[src/rtl/wb_fib_poller.sv]
// wb_fib_poller: Wishbone initiator serving host register commands and periodic Fibonacci-value polls
module wb_fib_poller #(
  parameter logic [31:0] BASE_ADDRESS = 32'h3000_0000,
  parameter int TIMEOUT = 16,
  parameter int POLL_INTERVAL = 1024
) (
  input  logic        wb_clk_i,
  input  logic        wb_rst_ni,
  output logic        wbm_cyc_o,
  output logic        wbm_stb_o,
  output logic        wbm_we_o,
  output logic [3:0]  wbm_sel_o,
  output logic [31:0] wbm_adr_o,
  output logic [31:0] wbm_dat_o,
  input  logic [31:0] wbm_dat_i,
  input  logic        wbm_ack_i,
  input  logic        cmd_valid_i,
  output logic        cmd_ready_o,
  input  logic        cmd_we_i,
  input  logic [5:0]  cmd_off_i,
  input  logic [31:0] cmd_dat_i,
  output logic        rsp_valid_o,
  output logic [31:0] rsp_dat_o,
  output logic        rsp_err_o,
  input  logic        poll_en_i,
  output logic [29:0] poll_val_o,
  output logic        poll_upd_o
);
  localparam int TW = $clog2(TIMEOUT + 1);
  localparam int IW = $clog2(POLL_INTERVAL + 1);
  localparam logic [5:0] POLL_OFF = 6'h14;
  typedef enum logic [1:0] {IDLE, BUS, RESP} state_t;
  state_t state, state_n;
  logic run, we, is_poll, pending;
  logic [5:0] off;
  logic [31:0] dat;
  logic [TW-1:0] tcnt;
  logic [IW-1:0] icnt;
  logic accept, misalign, poll_start, expired, done, wrap, in_bus;
  // run keeps the command port closed until the first clock edge after reset release
  assign cmd_ready_o = run && state == IDLE;
  assign accept = cmd_valid_i && cmd_ready_o;
  assign misalign = |cmd_off_i[1:0];
  assign poll_start = cmd_ready_o && !cmd_valid_i && pending;
  assign expired = tcnt == TW'(TIMEOUT - 1);
  assign in_bus = state == BUS;
  assign done = in_bus && (wbm_ack_i || expired);
  assign wrap = poll_en_i && icnt == IW'(POLL_INTERVAL - 1);
  assign wbm_cyc_o = in_bus;
  assign wbm_stb_o = in_bus;
  assign wbm_we_o = in_bus && we;
  assign wbm_sel_o = in_bus ? 4'hF : 4'h0;
  assign wbm_adr_o = in_bus ? BASE_ADDRESS + {26'd0, off} : 32'h0;
  assign wbm_dat_o = in_bus ? dat : 32'h0;
  assign rsp_valid_o = state == RESP;
  always_ff @(posedge wb_clk_i or negedge wb_rst_ni)
    if (!wb_rst_ni) state <= IDLE;
    else state <= state_n;
  always_comb begin
    state_n = state;
    case (state)
      IDLE: state_n = accept ? (misalign ? RESP : BUS) : (poll_start ? BUS : IDLE);
      BUS: state_n = done ? (is_poll ? IDLE : RESP) : BUS;
      default: state_n = IDLE;
    endcase
  end
  always_ff @(posedge wb_clk_i or negedge wb_rst_ni)
    if (!wb_rst_ni) begin
      run <= 1'b0;
      off <= '0;
      we <= 1'b0;
      dat <= '0;
      is_poll <= 1'b0;
      tcnt <= '0;
      icnt <= '0;
      pending <= 1'b0;
      poll_upd_o <= 1'b0;
      poll_val_o <= '0;
      rsp_err_o <= 1'b0;
      rsp_dat_o <= '0;
    end else begin
      run <= 1'b1;
      if (accept) begin
        off <= cmd_off_i;
        we <= cmd_we_i;
        dat <= cmd_dat_i;
        is_poll <= 1'b0;
      end else if (poll_start) begin
        off <= POLL_OFF;
        we <= 1'b0;
        dat <= '0;
        is_poll <= 1'b1;
      end
      tcnt <= in_bus ? tcnt + TW'(1) : '0;
      icnt <= (!poll_en_i || wrap) ? '0 : icnt + IW'(1);
      pending <= poll_en_i && ((pending && !(done && is_poll)) || wrap);
      poll_upd_o <= done && is_poll && wbm_ack_i;
      if (done && is_poll && wbm_ack_i) poll_val_o <= wbm_dat_i[29:0];
      if (accept && misalign) begin
        rsp_err_o <= 1'b1;
        rsp_dat_o <= '0;
      end else if (done && !is_poll) begin
        rsp_err_o <= !wbm_ack_i;
        rsp_dat_o <= (wbm_ack_i && !we) ? wbm_dat_i : '0;
      end
    end
endmodule
[config.mk]
export PLATFORM = sky130hd
export DESIGN_NAME = wb_fib_poller
export DESIGN_NICKNAME = d
export VERILOG_FILES = /design/src/rtl/wb_fib_poller.sv
export SDC_FILE = /design/constraint.sdc
export NUM_CORES = 1
export LEC_CHECK = 0
export CORE_MARGIN = 5
export CORE_UTILIZATION = 41
export CTS_CLUSTER_SIZE = 40
export DETAILED_ROUTE_END_ITERATION = 7
export PLACE_DENSITY_LB_ADDON = 0.2
export SETUP_SLACK_MARGIN = 0.3
export SYNTH_ARGS = -nofsm -noshare
export SYNTH_HDL_FRONTEND = slang
export SYNTH_SLANG_ARGS = --single-unit
[constraint.sdc]
create_clock -name wb_clk_i -period 1.9 [get_ports wb_clk_i]
set_input_delay 0.19 -clock wb_clk_i [delete_from_list [all_inputs] [get_ports wb_clk_i]]
set_output_delay 0.19 -clock wb_clk_i [all_outputs]
set_load 0.01 [all_outputs]
[Yosys cells after proc, flatten, opt, wreduce, memory -nomap -nowiden]
Index checks and enable logic that the tools add are counted.
Word-level totals
  bits in registers: 124
  input port bits: 76
  output and inout bits: 137
  word-level logic and storage cells: 71
Cells by class
  add/subtract/negate cells: 3
  equal/unequal tests: 4
  mux-type cells: 24
  reduce and logical (&&, ||, !) cells: 27
Operator list (count)
  32-bit 2-to-1 mux: 6
  30-bit by 6-bit adder with 31-bit output (first input constant): 1
  31-bit 2-to-1 mux: 1
  1-bit logical AND: 14
  6-bit 2-to-1 mux: 2
  11-bit by 1-bit adder with 11-bit output (second input constant): 1
  11-bit by 10-bit == test with 1-bit output (second input constant): 1
  11-bit 2-to-1 mux: 1
  2-bit 2-to-1 mux: 4
  1-bit 2-to-1 mux: 7
  1-bit logical NOT: 6
  5-bit by 1-bit adder with 5-bit output (second input constant): 1
  5-bit by 4-bit == test with 1-bit output (second input constant): 1
  5-bit 2-to-1 mux: 1
  4-bit 2-to-1 mux: 1
  2-bit one-hot mux with 2 select lines: 1
  2-bit nonzero test: 2
  1-bit logical OR: 3
  2-bit by 1-bit == test with 1-bit output (second input constant): 1
  2-bit == test (second input constant): 1
  2-bit logical NOT: 1
  2-bit OR reduction: 1

[Longest topological paths before layout]
  word-level depth: 8
  gate-level depth with buffers: 9
  gate-level depth less buffers: 6

[Worst setup path before layout]
Ideal clock, no wire load.
  path type: register to register
  start: reg tcnt[0]
  end: reg rsp_dat_o[23]
  arrival time: 1.729 ns
  required time: 1.822 ns
  path slack: 0.093 ns
  stages on the path, launching flop included: 10
  path buffers: 3
  path through: dfrtp_1 > ha_1 > and3_1 > ha_1 > nor2_2 > buf_6 > buf_2 > buf_2 > o31ai_1 > a21oi_1
Between the ends
  word-level cells in the longest chain between the ends: 5
RTL lines
  start, declared: RTL line 37  | logic [TW-1:0] tcnt;
  start signal, assigned: RTL line 94  | tcnt <= in_bus ? tcnt + TW'(1) : '0;
  5-bit by 4-bit == test with 1-bit output: RTL line 45  | assign expired = tcnt == TW'(TIMEOUT - 1);
  1-bit logical OR: RTL line 47  | assign done = in_bus && (wbm_ack_i || expired);
  1-bit logical AND: RTL line 47
  1-bit logical AND: RTL line 102  | end else if (done && !is_poll) begin
  2-bit nonzero test (no source line)
  end signal, assigned: RTL line 104  | rsp_dat_o <= (wbm_ack_i && !we) ? wbm_dat_i : '0;
  end, declared: RTL line 23  | output logic [31:0] rsp_dat_o,
No other way between the ends.
A chain may end at the register's enable or synchronous reset.

[Worst setup path after layout]
  start: reg tcnt[1]
  end: reg rsp_dat_o[24]
The elaborated chain is that of the path after synthesis.

==> impl_metrics.py <==
metrics = {
    "floorplanning": {
        "die_y_um": 129.5,
        "coreArea_um2": 13930,
        "fp.dieArea_um2": 16780,
        "die-width_um": 129.5,
        "io_pins": 213,
        "row_count": 43,
        "start_util": 0.4203,
    },
    "global_route": {
        "antenna_found_initial": 0,
        "grt_pass1_wl_um": 26770,
        "grt_max_degree": 40,
        "grt_pass1_vias": 5122,
        "track_usage": 0.2031,
        "grt_overflow_total": 0,
    },
    "clock_tree": {
        "clk_latency_ns": 0.41,
        "clkSinkCount": 124,
        "clk_path_buf_depth": 2,
        "cts_buffers": 17,
        "htree_levels": 4,
        "cts_tree": "yes",
        "clkTransAtPathRegs_ns": 0.06,
        "cts-root-buf": "clkbuf_16",
    },
    "placed_design": {
        "dp.cells": 852,
        "pre_cts_slack_ns": 0.06768,
        "gp_congestion": 0.7782,
        "place_hpwl_um": 10730,
        "portBuffers": 188,
    },
    "power_and_ir_drop": {
        "power.density_nw_per_um2": 1072,
        "leakagePower_nw": 4.034,
        "ir_drop_uv": 651.0,
    },
    "yosys": {
        "synth_area_um2": 5857,
        "synth_ff_type": "dfrtp_1",
        "avgSynthCellArea_um2": 11.37,
        "synth_top_area_cell": "dfrtp_1",
        "synth_seq_cells": 124,
        "synth_area_leaders": "dfrtp_1, mux2_1, a22o_1, and2_1, o31ai_1",
        "synth_top_area_frac": 0.5298,
        "ys.warnings.count": 0,
        "ys_types": 41,
        "synth-edff-count": 0,
        "ys_seq_area_frac": 0.5298,
        "synth_cells": 515,
        "synth-async-reset-ratio": 1.000,
    },
    "drt": {
        "wirelength_um": 17000,
        "viasPerCell": 5.225,
        "firstDrtPassIters": 4,
        "wl_per_cell_um": 18.60,
        "wl_met3_um": 1473,
        "ant_nets": 0,
        "highest_layer": "met4",
        "num_vias": 4776,
        "drc": 0,
        "wl_met2_um": 8209,
        "drt_iter0_markers": 399,
        "wl_met1_um": 7126,
    },
    "sta": {
        "max_slew.worst_pin.slew_ns": 0.5081,
        "tns_ns": 0,
        "fin_crit_sh": 0.9533,
        "fmax_ghz": 0.5521,
        "setup_violations": 0,
        "slew_headroom": 0.6612,
        "finalHoldViolCount": 0,
        "drv_slew": 0,
        "fin_worst_skew_ns": 0.007356,
        "period_minus_slack_ns": 1.811,
        "rsz0062_at_grt": "true",
        "worst_slack_ns": 0.08866,
        "fin_hold_ws_ns": 0.3257,
    },
    "worst_setup_path": {
        "critPathSlowestCell": "or4_4",
        "r2r_end": "rsp_dat_o[24]",
        "arrival_ns": 2.14,
        "crit_type": "flip-flop to flip-flop",
        "crit_path_max_fanout": 37,
        "reg2reg_depth": 7,
        "critical_path.endpoint_type": "flip-flop",
        "max_stage_delay_ns": 0.49,
        "crit_chain": "ha_2 > and3_4 > ha_4 > nor2_4 > buf_12 > or4_4 > a21oi_2",
        "cp_data_required_time_ns": 2.23,
        "r2r_slack_ns": 0.09,
        "r2r-start": "tcnt[1]",
        "start_kind": "flip-flop",
    },
    "final_layout": {
        "syn2layout_area_growth_pct": 57.19,
        "final_nets": 800,
        "fin_cells": 914,
        "diodes": 0,
        "drive_above_1_share": 0.2875,
    },
    "job": {
        "maxCapViolCount": 0,
    },
    "status": {
        "status": "finished clean",
    },
    "hold_path": {
        "hold_class": "input pin to asynchronous set/reset pin",
    },
}
==> registers in the layout, indices dropped and copies added, names as in the netlist <==
register and cells:
dat 32, icnt 11, is_poll 1, off 6, pending 1, poll_upd_o 1, poll_val_o 30, rsp_dat_o 32
rsp_err_o 1, run 1, state 2, tcnt 5, we 1
==> placed cells by master (no fill, tap or decap), drive strengths merged, types with 2 or more instances in the layout <==
cell | netlist | routed
clkdlybuf4s15 | 0 | 13
ha | 3 | 3
clkinv | 0 | 7
nand2 | 4 | 4
mux2 | 30 | 30
conb | 2 | 25
clkbuf | 27 | 18
nor4 | 2 | 2
buf | 52 | 88
o31ai | 34 | 34
a21oi | 38 | 38
dfrtp | 124 | 124
nand3 | 6 | 6
nor2 | 10 | 10
o21a | 3 | 3
a22o | 37 | 37
o21ai | 5 | 5
nand4 | 2 | 2
bufbuf | 0 | 2
and2 | 41 | 41
nand3b | 32 | 32
clkinvlp | 0 | 5
xnor2 | 3 | 3
xor2 | 2 | 2
or4 | 34 | 34
or3 | 4 | 4
o22a | 2 | 2
bufinv | 0 | 3
clkdlybuf4s50 | 0 | 138
inv | 7 | 7
==> per-layer routing <==
metal | global-route usage | vias to the layer above
met5 | 0 | -
met4 | 0.06357 | 0
met3 | 0.07708 | 12
met2 | 0.3137 | 191
met1 | 0.2665 | 2330
li1 | - | 2243
==> power breakdown <==
group / internal, mW / leakage (nW) / total, mW / switching, mW
Clock: 2.06 / 0.281 / 3.25 / 1.19
Sequential: 3.24 / 1.61 / 3.59 / 0.353
Combinational: 1.83 / 2.14 / 3.03 / 1.20
Total: 7.12 / 4.03 / 9.87 / 2.74
==> Yosys cell counts, types with 2 or more instances <==
cell        n
dfrtp_1   124
and2_1     41
a21oi_1    38
a22o_1     37
o31ai_1    34
or4_1      34
buf_4      32
nand3b_1   32
mux2_1     30
clkbuf_1   27
buf_2      13
nor2_1      9
nand3_1     6
buf_6       5
inv_1       5
nand2_1     4
o21ai_0     4
or3_1       4
ha_1        3
o21a_1      3
xnor2_1     3
buf_1       2
conb_1      2
inv_2       2
nand4_1     2
nor4_1      2
o22a_1      2
xor2_1      2
==> how the worst max path moves through the flow <==
stage | startpoint | end | slack [ns] | cells after the start
final | tcnt[1] | rsp_dat_o[24] | 0.09 | 7
after global routing | tcnt[1] | rsp_dat_o[24] | 0.03 | 7
after CTS | state[1] | wbm_dat_o[2] | 0.11 | 5
after detailed placement | tcnt[0] | rsp_dat_o[10] | 0.07 | 7
after global placement | wbm_ack_i | rsp_dat_o[1] | 0.10 | 5
after floorplan | tcnt[0] | rsp_err_o | 0.18 | 7
==> repair_timing <==
action,4_1_cts,5_1_grt
hold endpoints to repair,32,0
buffers inserted,16,6
setup endpoints to repair,121,157
hold buffers,1,0
pin swaps,39,13
resized for setup,224,80
gates cloned,7,0
==> per-stage QoR <==
stage	instance area, µm²	util	power [mW]
after floorplan	5977	-	4.766
after global placement	7903	0.5671	6.088
after detailed placement	7903	0.5671	6.152
after CTS	8946	0.6420	9.751
after global routing	9206	0.6607	10.36
final	9206	0.6607	9.866
==> final cells by class <==
| cell class | instances | area [µm²] |
|---|---|---|
| inverter | 7 | 38.79 |
| clock buffer | 17 | 425.4 |
| multi-input combinational | 328 | 2610 |
| timing repair buffer | 243 | 2628 |
| sequential | 124 | 3105 |
| clock inverter | 15 | 173.9 |
| fill | 1037 | 4728 |
| tap | 180 | 225.2 |
==> kinds of logic after synthesis <==
kind of cell | Yosys count | share of synthesized area
AND/OR/NAND/NOR | 141 | 0.1600
buffers and inverters | 86 | 0.08481
multiplexers | 30 | 0.05768
adder cells (fa/ha/maj) | 3 | 0.006410
XOR/XNOR | 5 | 0.007478
AO/OA/AOI/OAI | 124 | 0.1525
other | 2 | 0.001282
flip-flops | 124 | 0.5298
==> critical path, delay by kind of cell, from the launching register on <==
family | cells | cell delay, ns
simple gates | 3 | 0.74
flops | 1 | 0.35
fa+ha+maj | 2 | 0.34
buf+inv | 1 | 0.16
compound gates | 1 | 0.15
Power figures use the tool's default switching activity.
